`src/rtl/mips_mem_pkg.sv`:
```
// Shared types for the MIPS two-port memory arbiter: FSM states, grant encoding, reset grant.
package mips_mem_pkg;

    typedef enum logic [1:0] {
        IDLE  = 2'd0,
        ISSUE = 2'd1,
        WAIT  = 2'd2,
        RESP  = 2'd3
    } arb_state_t;

    typedef enum logic {
        INSTR = 1'b0,
        DATA  = 1'b1
    } grant_t;

    // INSTR as the reset value makes data win the first tie
    localparam grant_t LAST_GRANT_RST = INSTR;
    localparam int     CNT_W          = 4;

endpackage

```
`src/rtl/mips_mem_arbiter.sv`:
```
// Purpose: serialises fetch and load/store requests onto one fixed-latency single-port memory.
// Latency: request-to-ready MEM_LAT+2 cycles; one access per MEM_LAT+3 cycles under load.
// Backpressure: requests are levels held until ready; ties alternate, nothing queued beyond the level.
module mips_mem_arbiter
    import mips_mem_pkg::*;
#(
    parameter int ADDR_W  = 32,
    parameter int DATA_W  = 32,
    parameter int MEM_LAT = 2
) (
    input  logic              clock,
    input  logic              reset,
    input  logic              if_req,
    input  logic [ADDR_W-1:0] if_addr,
    output logic              if_ready,
    output logic [DATA_W-1:0] if_rdata,
    input  logic              d_req,
    input  logic              d_we,
    input  logic [ADDR_W-1:0] d_addr,
    input  logic [DATA_W-1:0] d_wdata,
    output logic              d_ready,
    output logic [DATA_W-1:0] d_rdata,
    output logic              mem_en,
    output logic              mem_we,
    output logic [ADDR_W-1:0] mem_addr,
    output logic [DATA_W-1:0] mem_wdata,
    input  logic [DATA_W-1:0] mem_rdata,
    output logic              busy
);

    localparam logic [CNT_W-1:0] LAT_LOAD = CNT_W'(MEM_LAT - 1);

    arb_state_t        state;
    grant_t            last_grant;
    grant_t            cur_grant;
    grant_t            pick;
    logic [CNT_W-1:0]  cnt;
    logic [ADDR_W-1:0] lat_addr;
    logic              lat_we;
    logic [DATA_W-1:0] lat_wdata;
    logic [DATA_W-1:0] if_rdata_q;
    logic [DATA_W-1:0] d_rdata_q;

    // Only meaningful in IDLE with at least one request high
    always_comb begin
        pick = INSTR;
        if (d_req && (!if_req || last_grant == INSTR))
            pick = DATA;
    end

    always_ff @(posedge clock or negedge reset) begin
        if (!reset) begin
            state      <= IDLE;
            last_grant <= LAST_GRANT_RST;
            cur_grant  <= LAST_GRANT_RST;
            cnt        <= '0;
            lat_addr   <= '0;
            lat_we     <= 1'b0;
            lat_wdata  <= '0;
            if_rdata_q <= '0;
            d_rdata_q  <= '0;
        end else begin
            case (state)
                IDLE: begin
                    if (if_req || d_req) begin
                        cur_grant <= pick;
                        if (pick == DATA) begin
                            lat_addr  <= d_addr;
                            lat_we    <= d_we;
                            lat_wdata <= d_wdata;
                        end else begin
                            lat_addr  <= if_addr;
                            lat_we    <= 1'b0;
                            lat_wdata <= '0;
                        end
                        state <= ISSUE;
                    end
                end
                ISSUE: begin
                    cnt        <= LAT_LOAD;
                    last_grant <= cur_grant;
                    state      <= WAIT;
                end
                WAIT: begin
                    if (cnt == '0) begin
                        if (!lat_we) begin
                            if (cur_grant == DATA)
                                d_rdata_q <= mem_rdata;
                            else
                                if_rdata_q <= mem_rdata;
                        end
                        state <= RESP;
                    end else begin
                        cnt <= cnt - 1'b1;
                    end
                end
                RESP: begin
                    state <= IDLE;
                end
                default: begin
                    state <= IDLE;
                end
            endcase
        end
    end

    // Everything below decodes registered state only, so no req input reaches an output
    assign mem_en    = (state == ISSUE);
    assign mem_we    = lat_we && (state == ISSUE || state == WAIT);
    assign mem_addr  = lat_addr;
    assign mem_wdata = lat_wdata;
    assign if_ready  = (state == RESP) && (cur_grant == INSTR);
    assign d_ready   = (state == RESP) && (cur_grant == DATA);
    assign if_rdata  = if_rdata_q;
    assign d_rdata   = d_rdata_q;
    assign busy      = (state != IDLE);

endmodule

```
`config.mk`:
```
export PLATFORM = sky130hd
export DESIGN_NAME = mips_mem_arbiter
export DESIGN_NICKNAME = d
export VERILOG_FILES = /design/src/rtl/mips_mem_pkg.sv /design/src/rtl/mips_mem_arbiter.sv
export SDC_FILE = /design/constraint.sdc
export NUM_CORES = 1
export LEC_CHECK = 0
export ABC_AREA = 1
export CAP_MARGIN = 30
export CORE_ASPECT_RATIO = 1.1
export CORE_UTILIZATION = 38
export CTS_CLUSTER_DIAMETER = 80
export DETAILED_ROUTE_END_ITERATION = 8
export PLACE_DENSITY = 0.76
export SYNTH_ARGS = -nofsm -noshare
export SYNTH_HDL_FRONTEND = slang
export SYNTH_SLANG_ARGS = --single-unit
export TNS_END_PERCENT = 10
```
`constraint.sdc`:
```
create_clock -name clock -period 1.44 [get_ports clock]
set_clock_uncertainty 0.05 [all_clocks]
set_input_delay 0.144 -clock clock [delete_from_list [all_inputs] [get_ports clock]]
set_output_delay 0.144 -clock clock [all_outputs]
set_load 0.05 [all_outputs]
```
==> After elaboration in Yosys (flattened, before gate mapping) <==
Index checks and enable logic that the tools add are counted.
{ "word_totals": {"rom_bits": 0, "word_cells": 45, "mem_bits_rw": 0, "memories": 0, "register_bits": 137, "latch_bits": 0, "output_inout_bits": 133} }
{ "classes": {"multipliers": 0, "n_lt_le_gt_ge": 0, "mux": 9, "shift": 0, "n_eq_ne": 6, "reduce_logical": 17, "n_bitwise": 3, "n_addsub": 1, "div_mod_pow": 0} }
{ "ops": {"columns": ["cell", "n"], "rows": [
  ["$mux W32", 2],
  ["$pmux W2 S4", 1],
  ["$pmux W4 S2", 1],
  ["$reduce_and A4 Y1", 2],
  ["$ne A2 B2 Y1 const B", 3],
  ["$reduce_and A2 Y1", 3],
  ["$eq A2 B2 Y1 const B", 2],
  ["$logic_and A1 B1 Y1", 4],
  ["$logic_not A4 Y1", 1],
  ["$mux W2", 2],
  ["$mux W4", 1],
  ["$reduce_bool A2 Y1", 2],
  ["$sub A4 B1 Y4 const B", 1],
  ["$logic_or A1 B1 Y1", 3],
  ["$not A1 Y1", 3],
  ["$eq A2 B1 Y1 const B", 1],
  ["$logic_not A2 Y1", 1],
  ["$mux W1", 2],
  ["$logic_not A1 Y1", 1]
]} }

==> Depth between registers and ports, before layout <==
{ "logic_depth": {"word_depth": 5, "mapped_depth": 8, "depth_no_buf": 7} }

==> Least setup slack after synthesis <==
No wires, ideal clock.
{ "synth_timing": {"path_type": "reg2reg", "start": "register state[0]", "end": "register if_rdata_q[10] (netlist: if_rdata[10])", "synth_period_minus_slack_ns": 1.559, "slack_ns": -0.119, "path_buffers": 1, "t_arrival_ns": 1.390, "path_stages_with_launch": 9, "setup_ns": 0.119, "t_required_ns": 1.271, "cell_sequence": "dfrtp_1 inv_1 ha_1 inv_1 nor2_1 nand4_1 buf_2 nand2_1 nand2_1"} }
{ "synth_via": {"elab_chain_cells": 2} }
{ "synth_rtl": {"columns": ["item", "line_no", "rtl"], "rows": [
  ["from (decl)", "mips_mem_arbiter.sv:33", "arb_state_t state;"],
  ["from (signal assigned)", "mips_mem_arbiter.sv:53", "state <= IDLE;"],
  ["from (signal assigned)", "mips_mem_arbiter.sv:76", "state <= ISSUE;"],
  ["from (signal assigned)", "mips_mem_arbiter.sv:82", "state <= WAIT;"],
  ["$eq A2 B2 Y1", "mips_mem_arbiter.sv:63", "case (state)"],
  ["$reduce_and A4 Y1 (no source line)", null, null],
  ["to (signal assigned)", "mips_mem_arbiter.sv:90", "if_rdata_q <= mem_rdata;"],
  ["to (decl)", "mips_mem_arbiter.sv:41", "logic [DATA_W-1:0] if_rdata_q;"]
]} }
Every way passes these cells.
A chain may end at the register's enable or synchronous reset.

==> Worst setup path in the final report <==
{ "layout_timing": {"start": "register state[0]", "end": "output mem_we"} }
{ "layout_via": {"elab_chain_cells": 3, "word_cells_on_any_way": 4, "cone_classes": "2 x eq/ne; 2 x reduce/logical"} }
{ "layout_rtl": {"columns": ["item", "line_no", "rtl"], "rows": [
  ["$eq A2 B1 Y1 / $eq A2 B2 Y1 (equally long branches)", "mips_mem_arbiter.sv:109", "assign mem_we = lat_we && (state == ISSUE || state == WAIT);"],
  ["$logic_or A1 B1 Y1 (*)", "mips_mem_arbiter.sv:109", null],
  ["$logic_and A1 B1 Y1 (*)", "mips_mem_arbiter.sv:109", null],
  ["to (decl)", "mips_mem_arbiter.sv:24", "output logic mem_we,"]
]} }
Every way passes the cells marked *; elsewhere a longest branch is shown, timed or not.

==> summary.txt <==
STATUS
---------------------------------------------------------------------------------
Result of the run                                                    finished with violations
Violations in the final reports                                      setup timing

LOGIC SYNTHESIS
---------------------------------------------------------------------------------
Register area share after synthesis                                        56.58%
Post-Syn Instances                                                            738
Biggest area contributors in the synthesized netlist                 dfrtp_1, nand2_1, nand4_1
Synth warn                                                                      0
Total standard cell area after synthesis                             0.006060 mm^2
Nets in the synthesized netlist                                               877
Cell taking the most area after synthesis                                 dfrtp_1
Area share of the leading cell type in the synthesized netlist             56.58%
Synthesized area per cell                                              8.211 um^2
Number of synthesized register bits                                           137
Count of distinct cell types in the synthesized netlist                        19

GRT
---------------------------------------------------------------------------------
Number of global-route vias before repair                                   5,958
Initial antenna violation count                                                 0
Maximum number of pins on one net before global-route repair                   44
Global-route wire length before repair                                  30,130 um
Overflow left after global routing                                              0
GRT Total Usage                                                            23.91%

FINISH
---------------------------------------------------------------------------------
Post-route cell area                                                 0.01072 mm^2
Nets@finish                                                                 1,164
Share of cells above drive strength 1                                      25.94%
Synthesis-to-layout area growth                                            76.92%
Share of the core filled with cells in the final layout                    68.65%
Count of inserted antenna diode cells                                           0

STA
---------------------------------------------------------------------------------
Final setup violation count                                                    66
Number of slew-limit violations in the final report                             0
Transition time at the pin with the least slew margin                   0.4053 ns
Total negative slack                                                    -5.191 ns
Setup repair after global routing missed its margin                           yes
Achievable frequency                                                   0.6223 GHz
Total count of hold-check failures in the final report                          0
Fin crit period                                                          1.607 ns
Min setup slack post-route                                             -0.1668 ns
Final clock period utilization by the worst path                           111.6%
Worst slew margin relative to its limit                                    72.98%

ROUTE
---------------------------------------------------------------------------------
Total wire length after detailed routing                                19,410 um
First-pass DRT Iterations                                                       5
Antenna viol nets, final                                                        0
Total number of vias                                                        6,157
Post-route DRC                                                                  0
Vias/cell                                                                   4.977
Routed wire length per instance                                          15.69 um
Starting DRC count in detailed routing                                        423

WORST SETUP PATH
---------------------------------------------------------------------------------
Slowest Stage Delay on Critical Path                                      0.38 ns
Cell Chain, Critical Path                                            inv_2 -> ha_4 -> nand2_4 -> inv_4 -> buf_12
Required time of the critical path                                        1.25 ns
Number of buffers and inverters on the critical path                            3
Cell with the largest stage delay on the worst path                       dfrtp_1
Crit Path Class                                                      register to output port
Critical path data arrival time                                           1.41 ns
Critical path's top delay family                                       flip-flops
Sort of element at the start of the critical path                        register
Crit-path max FO                                                                3
Nature of the critical path endpoint                                  output port

FLOORPLANNING
---------------------------------------------------------------------------------
Row count                                                                      48
Initial cell density of the core                                           38.81%
Vertical die dimension                                                   134.4 um
Core area                                                            0.01562 mm^2
Overall die area                                                     0.01646 mm^2
Die X-Extent                                                             122.4 um
Top-level I/O count                                                           266

PLACEMENT
---------------------------------------------------------------------------------
RePlAce Congestion                                                         0.8138
Post-Place Cell Area                                                 0.009732 mm^2
Estimated wirelength of the detail-placed design                        13,570 um
Post-place setup slack                                                 -0.1019 ns
Port bufs                                                                     265

POWER AND IR DROP
---------------------------------------------------------------------------------
Leakage                                                               0.005387 uW
Total power divided by cell area                                     2762 mW/mm^2
Worst voltage drop across the vdd grid                                   1.805 mV

CTS
---------------------------------------------------------------------------------
Buffer type at the clock tree root                                      clkbuf_16
TritonCTS clock tree                                                          yes
Total clock buffers created by CTS                                             17
Number of H-tree branching levels                                               4
CTS sink cnt                                                                  137
Bufs on Longest Clock Path                                                      2
Register clock-pin slew on the reported worst setup and hold paths        0.06 ns
Insertion delay of the later-clocked pin in the worst-skew pair           0.42 ns

RUN
---------------------------------------------------------------------------------
Count of maximum capacitance violations                                         0

WORST HOLD PATH
---------------------------------------------------------------------------------
Worst hold-check path type                                           primary input to async pin

[cell usage after synthesis]
library cell  number
nor2_1             6
buf_4              6
nor2_4             1
ha_1               6
nor2_2             1
clkbuf_1          25
o21ai_1            1
nand2_1          348
inv_2              4
nand4_1           66
buf_2             17
o22ai_1            1
xor2_1             1
inv_1             44
a21oi_1            1
dfrtp_1          137
o21ai_0           33
nand3_1           38
or2_2              2
[cells in the final DEF (no fill, tap or decap), types with 3 or more instances in the layout]
master / instances
nand2_1: 320
dfrtp_1: 136
o21ai_0: 21
buf_6: 12
nor2_4: 3
inv_1: 38
clkdlybuf4s50_1: 131
bufinv_16: 5
nor2_1: 4
buf_4: 89
clkinv_2: 3
clkbuf_16: 18
buf_12: 81
inv_2: 8
nand3_1: 37
nand2_2: 22
ha_4: 4
nand2_4: 6
nand4_1: 66
o21ai_1: 10
[kinds of logic (layout without fill, tap and decap cells)]
family / after synthesis / after routing / share of synthesized area, %
compound gates: 36 / 36 / 2.994
xor+xnor: 1 / 1 / 0.1446
fa+ha+maj: 6 / 6 / 1.239
buf+inv: 96 / 395 / 6.669
flops: 137 / 137 / 56.58
simple gates: 462 / 462 / 32.38
[timing repair]
action,4_1_cts,5_1_grt
endpoints found under the setup margin,123,135
pin swaps,5,4
gates resized for setup,22,69
endpoints found under the hold margin,137,0
setup buffers,3,2
hold buffers,1,0
gates cloned,0,3
[power breakdown]
part / internal, uW / total, uW / switching (uW) / leakage, uW
logic: 7000 / 17600 / 10600 / 0.00339
registers: 5640 / 7230 / 1590 / 0.00169
clock network: 3150 / 4810 / 1660 / 0.000315
total: 15800 / 29600 / 13800 / 0.00539
[flip-flops by register name, summed over array words and instances, names as in the netlist]
register    count
state           2
mem_addr       32
if_rdata       32
last_grant      1
cnt             4
d_rdata        32
mem_wdata      32
lat_we          1
cur_grant       1
[per-layer routing]
layer	GRT usage [%]	vias up	share of wire (%)
li1	-	2939	-
met1	27.89	2861	37
met2	39.36	315	50
met3	8.844	42	10
met4	9.756	0	2.5
met5	0	-	0
[worst reg2reg max path, cell delays in order, from the launching register on]
cell	delay (ns)
dfrtp_1	0.40
inv_2	0.12
ha_4	0.16
inv_2	0.05
nor2_4	0.13
nand4_1	0.12
buf_6	0.17
buf_8	0.15
nand2_1	0.05
nand2_1	0.06
[through the flow]
step,std cells,power [uW],hold WS [ns]
2_1_floorplan,738,16160,-0.2016
3_3_place_gp,1197,23690,0.03235
3_5_place_dp,1197,23960,0.03609
4_1_cts,1232,29140,0.1650
5_1_grt,1237,31060,0.1842
6_report,1237,29600,0.1600
[area by class of cell]
| cell class | instances | area, um^2 |
|---|---|---|
| Inverter | 48 | 185.2 |
| Clock buffer | 19 | 452.9 |
| Tap cell | 200 | 250.2 |
| Timing Repair Buffer | 316 | 3786 |
| Fill cell | 1253 | 4895 |
| Clock inverter | 12 | 197.7 |
| Sequential cell | 137 | 3430 |
| Multi-Input combinational cell | 505 | 2419 |
[path summary, 6_finish.rpt]
| check | cells after the start | slack [ns] | end | startpoint |
|---|---|---|---|---|
| min reg2reg | 2 | 0.42 | d_rdata[18]$_DFFE_PN0P_ | d_rdata[18]$_DFFE_PN0P_ |
| max in group asynchronous | 3 | 0.61 | mem_addr[8]$_DFFE_PN0P_ | reset |
| min in group clock | 3 | 0.22 | mem_wdata[11]$_DFFE_PN0P_ | d_wdata[11] |
| max | 5 | -0.17 | mem_we | state[0]$_DFFE_PN0P_ |
| min | 2 | 0.16 | d_rdata[1]$_DFFE_PN0P_ | reset |
| max reg2reg | 9 | -0.14 | if_rdata[13]$_DFFE_PN0P_ | state[0]$_DFFE_PN0P_ |
No activity file was read; power rests on OpenSTA's default activity.
